### src/rtl/sr_ff_driver.sv
// Command driver for an SR flip-flop: turns level requests into clean set/reset
// pulses, then watches the flip-flop output to confirm the level or time out.
module sr_ff_driver #(
    parameter int unsigned PULSE_W   = 1,
    parameter int unsigned TIMEOUT   = 4,
    parameter bit          SKIP_SAME = 1'b1
) (
    input  logic       clk,
    input  logic       n_rst,
    input  logic       req_valid,
    input  logic       req_level,
    output logic       req_ready,
    output logic       s,
    output logic       r,
    input  logic       q_fb,
    output logic       busy,
    output logic       done,
    output logic       err,
    output logic [7:0] err_cnt
);

    typedef enum logic [1:0] {
        IDLE,
        PULSE,
        WAIT
    } state_t;

    localparam logic [3:0] PULSE_LOAD = 4'(PULSE_W - 1);
    localparam logic [7:0] WAIT_LAST  = 8'(TIMEOUT - 1);

    state_t     state;
    state_t     state_next;
    logic       level;
    logic       level_next;
    logic [3:0] pulse_cnt;
    logic [3:0] pulse_cnt_next;
    logic [7:0] wait_cnt;
    logic [7:0] wait_cnt_next;
    logic       s_next;
    logic       r_next;
    logic       busy_next;
    logic       done_next;
    logic       err_next;
    logic [7:0] err_cnt_next;

    assign req_ready = (state == IDLE);

    always_ff @(posedge clk or negedge n_rst) begin
        if (!n_rst) begin
            state     <= IDLE;
            level     <= 1'b0;
            pulse_cnt <= 4'd0;
            wait_cnt  <= 8'd0;
            s         <= 1'b0;
            r         <= 1'b0;
            busy      <= 1'b0;
            done      <= 1'b0;
            err       <= 1'b0;
            err_cnt   <= 8'd0;
        end else begin
            state     <= state_next;
            level     <= level_next;
            pulse_cnt <= pulse_cnt_next;
            wait_cnt  <= wait_cnt_next;
            s         <= s_next;
            r         <= r_next;
            busy      <= busy_next;
            done      <= done_next;
            err       <= err_next;
            err_cnt   <= err_cnt_next;
        end
    end

    // s and r are always derived from one latched level, so they can never overlap.
    always_comb begin
        state_next     = state;
        level_next     = level;
        pulse_cnt_next = pulse_cnt;
        wait_cnt_next  = wait_cnt;
        s_next         = s;
        r_next         = r;
        busy_next      = busy;
        done_next      = 1'b0;
        err_next       = 1'b0;
        err_cnt_next   = err_cnt;

        case (state)
            IDLE: begin
                if (req_valid) begin
                    level_next = req_level;
                    if (SKIP_SAME && (q_fb == req_level)) begin
                        done_next = 1'b1;
                    end else begin
                        state_next     = PULSE;
                        s_next         = req_level;
                        r_next         = ~req_level;
                        pulse_cnt_next = PULSE_LOAD;
                        busy_next      = 1'b1;
                    end
                end
            end
            PULSE: begin
                if (pulse_cnt == 4'd0) begin
                    s_next        = 1'b0;
                    r_next        = 1'b0;
                    state_next    = WAIT;
                    wait_cnt_next = 8'd0;
                end else begin
                    pulse_cnt_next = pulse_cnt - 4'd1;
                end
            end
            WAIT: begin
                s_next = 1'b0;
                r_next = 1'b0;
                if (q_fb == level) begin
                    done_next  = 1'b1;
                    busy_next  = 1'b0;
                    state_next = IDLE;
                end else if (wait_cnt == WAIT_LAST) begin
                    err_next   = 1'b1;
                    busy_next  = 1'b0;
                    state_next = IDLE;
                    if (err_cnt != 8'hFF) begin
                        err_cnt_next = err_cnt + 8'd1;
                    end
                end else begin
                    wait_cnt_next = wait_cnt + 8'd1;
                end
            end
            default: begin
                s_next     = 1'b0;
                r_next     = 1'b0;
                busy_next  = 1'b0;
                state_next = IDLE;
            end
        endcase
    end

endmodule
### config.mk
export PLATFORM = sky130hd
export DESIGN_NAME = sr_ff_driver
export DESIGN_NICKNAME = d
export VERILOG_FILES = /design/src/rtl/sr_ff_driver.sv
export SDC_FILE = /design/constraint.sdc
export NUM_CORES = 1
export LEC_CHECK = 0
export ABC_AREA = 1
export CAP_MARGIN = 0
export CELL_PAD_IN_SITES_DETAIL_PLACEMENT = 0
export CELL_PAD_IN_SITES_GLOBAL_PLACEMENT = 2
export CORE_ASPECT_RATIO = 0.6
export CORE_MARGIN = 10
export CORE_UTILIZATION = 35
export CTS_BUF_LIST = sky130_fd_sc_hd__clkbuf_8
export DETAILED_ROUTE_END_ITERATION = 6
export PLACE_DENSITY_LB_ADDON = 0.1
export SYNTH_ARGS = -nofsm -noshare
export SYNTH_HDL_FRONTEND = slang
export SYNTH_SLANG_ARGS = --single-unit
### constraint.sdc
create_clock -name clk -period 2.2 [get_ports clk]
set_input_delay 0.66 -clock clk [delete_from_list [all_inputs] [get_ports clk]]
set_output_delay 0.66 -clock clk [all_outputs]
set_load 0.01 [all_outputs]
==> results.md <==
* Status: finished clean
* Drt total wl at ~3600 um
* Via count at approximately 1300
* Dpl cells at between 200 and 300
* Register area share after synthesis at 45.1%
* Leakage at 0.911 nW
* CTS buffer count at 3
* Top-Level Pins at 19
* Htree depth at 1
* Crit path max fanout at 4
* GRT Residual Overflow at 0
* Post-Syn Area at 1560 sq um
* Netlist cell types at 24
* RSZ-0062 raised after global routing: false
* Pwr per Cell Area at about 900 nW/um^2
* Row count at 18
* Sinks on Clock Net at 28
* Die H at around 70 um
* Slowest cell on crit path: clkdlybuf4s50_1
* First drt pass iteration count at 4
* Input/output buffers at 18
* CP required at between 1.5 and 2 ns
* DR WL/cell at 12.5 um
* Max incr delay on CP at 0.56 ns
* Setup TNS Final at 0 ns
* # DRC at 0
* Antenna violations before repair at 0
* Ys async rst share at 100%
* Gr usage total at 10.2%
* Die Area at 7600 sq um
* Critical path class: reg2out
* Routed Antenna Nets at 0
* Post-Syn Nets at 213
* Insertion delay to the later sink of the worst-skew pair at about 0.28 ns
* Fmax at between 400 and 500 MHz
* Flops & latches, synth at 28
* Critical Path AT at around 1.5 ns
* Top FF cell, synth: dfrtp_1
* Final worst path period share at 96.5%
* Worst Hold Class: reg2reg
* Post-synth EDFFs at 0
* Clk root buf: clkbuf_8
* YS warnings at 0
* Slew headroom at around 75%
* CTS tree: done
* Startpoint type of the worst setup path: flip-flop
* 1st-iter DRT viols at 86
* Initial Util at between 30% and 40%
* Endpoints failing setup at 0
* Cell count after synthesis at between 200 and 250
* CTS Buffer Depth at 2
* Hold Fails Final Rpt at 0
* P&R area growth vs syn at 21.7%
* Worst-margin pin slew at ~0.37 ns
* Pin count of the biggest net entering global routing at 29
* Number of global-route vias before repair at between 1000 and 1500
* Layout cells sized above 1 at 6.58%
* CP Capture Type: primary output
* Fin nets at roughly 240
* Worst hold margin at roughly 0.5 ns
* Crit-path cells: nor2_4 > clkdlybuf4s50_1
* DIE WIDTH at around 110 um
* Total of max-cap violations at 0
* Synth Area per Inst at 7.59 sq um
* Vias/cell at approximately 4.6
* Final Max Slew Viols at 0
* Core ar. at ~4200 sq um
* Clk_skew at 0.00559 ns
* Worst-path clk slew at approximately 0.1 ns
* VDD IR-drop max at around 0.31 mV
* Crit path time final at ~2.1 ns
* Placed wire-length estimate at roughly 2800 um
* ANT cells at 0
* Gp weighted congestion at 0.832
* Fin cells at around 290
* First-pass GRT wire length at roughly 6400 um
-- layer usage --
layer | GRT usage (%) | vias up | part of all wire, %
met3 | 3.21 | 2 | 4.5
met2 | 14.1 | 28 | 38
met4 | 1.49 | 0 | 0.36
met1 | 15.1 | 605 | 57
met5 | 0 | - | 0
li1 | - | 700 | -
-- critical path: cells and delay by family, from the launching register on --
| family | cells | cell delay (ns) |
|---|---|---|
| buf+inv | 1 | 0.56 |
| flops | 1 | 0.46 |
| simple gates | 1 | 0.17 |
-- power by group --
| part | switching, mW | total (mW) | internal, mW |
|---|---|---|---|
| logic | 0.376 | 0.611 | 0.235 |
| registers | 0.0870 | 0.708 | 0.621 |
| clock network | 0.162 | 0.406 | 0.244 |
-- metrics by stage --
stage          worst slack [ns]  power [mW]  area, sq um  util [%]
6_report                 0.0768        1.72         1890      45.2
5_1_grt                 0.00909        1.87         1890      45.2
2_1_floorplan             0.875        1.09         1560         -
3_5_place_dp             0.0627        1.32         1810      43.3
4_1_cts                  0.0153        1.73         1890      45.1
3_3_place_gp              0.106        1.30         1810      43.3
-- sequential cells by signal (all words and copies together) (netlist names) --
name and cells:
done 1, r 1, level 1, err 1, pulse_cnt 4, wait_cnt 8
err_cnt 8, s 1, state 2, busy 1
-- placed cells by master, fill, tap and decap left out, drive strengths merged --
master	instances
nand2	76
buf	2
xor2	9
nand3	19
nor3	2
ha	3
nor2	21
clkinv	1
o21bai	1
clkdlybuf4s50	18
clkbuf	3
bufinv	1
dfrtp	28
xnor2	1
o21ai	13
and2	1
nand4	3
a21oi	1
nor3b	2
o22ai	2
inv	21
-- path summary, 6_finish.rpt --
path	slack, ns	cells after the start	start	to
setup / recovery	0.08	2	state[1]	req_ready
hold / removal	0.50	2	s	s
setup reg to reg	0.65	7	wait_cnt[0]	err_cnt[6]
hold reg to reg	0.50	2	s	s
max in group asynchronous	1.17	2	n_rst	wait_cnt[2]
min in group asynchronous	0.75	2	n_rst	wait_cnt[0]
-- synth_stat cells (2+ instances only) --
cell type	count	area (sq um)
nand2_1	74	278
dfrtp_1	28	701
inv_1	20	75.1
nor2_1	20	75.1
nand3_1	18	90.1
o21ai_0	13	65.1
xor2_1	8	70.1
ha_1	3	37.5
nand2_2	2	12.5
nand4_1	2	12.5
nor3_1	2	10.0
nor3b_1	2	15.0
o22ai_1	2	12.5
-- kinds of logic (layout without fill, tap and decap cells) --
kind of cell             count (synthesis)  count (layout)  share of synthesized area, %
flip-flops                              28              28                          45.1
AND/OR/NAND/NOR                        124             124                          34.3
buffers and inverters                   23              46                          6.36
AO/OA/AOI/OAI                           17              17                          5.79
XOR/XNOR                                10              10                          6.11
adder cells (fa/ha/maj)                  3               3                          2.41
-- timing repair --
item,in CTS,in global routing
hold buffers,0,0
cloned,0,0
resized for setup,1,1
buffers inserted,0,0
endpoints found under the setup margin,1,1
-- cell type report --
| type | count | area (sq um) |
|---|---|---|
| multi-input combinational | 154 | 763 |
| sequential | 28 | 701 |
| clock inverter | 1 | 30.0 |
| clock buffer | 3 | 41.3 |
| fill | 436 | 2300 |
| timing repair buffer | 20 | 195 |
| tap | 60 | 75.1 |
| inverter | 22 | 87.6 |
Note: power is estimated with default switching activity, not from simulation.
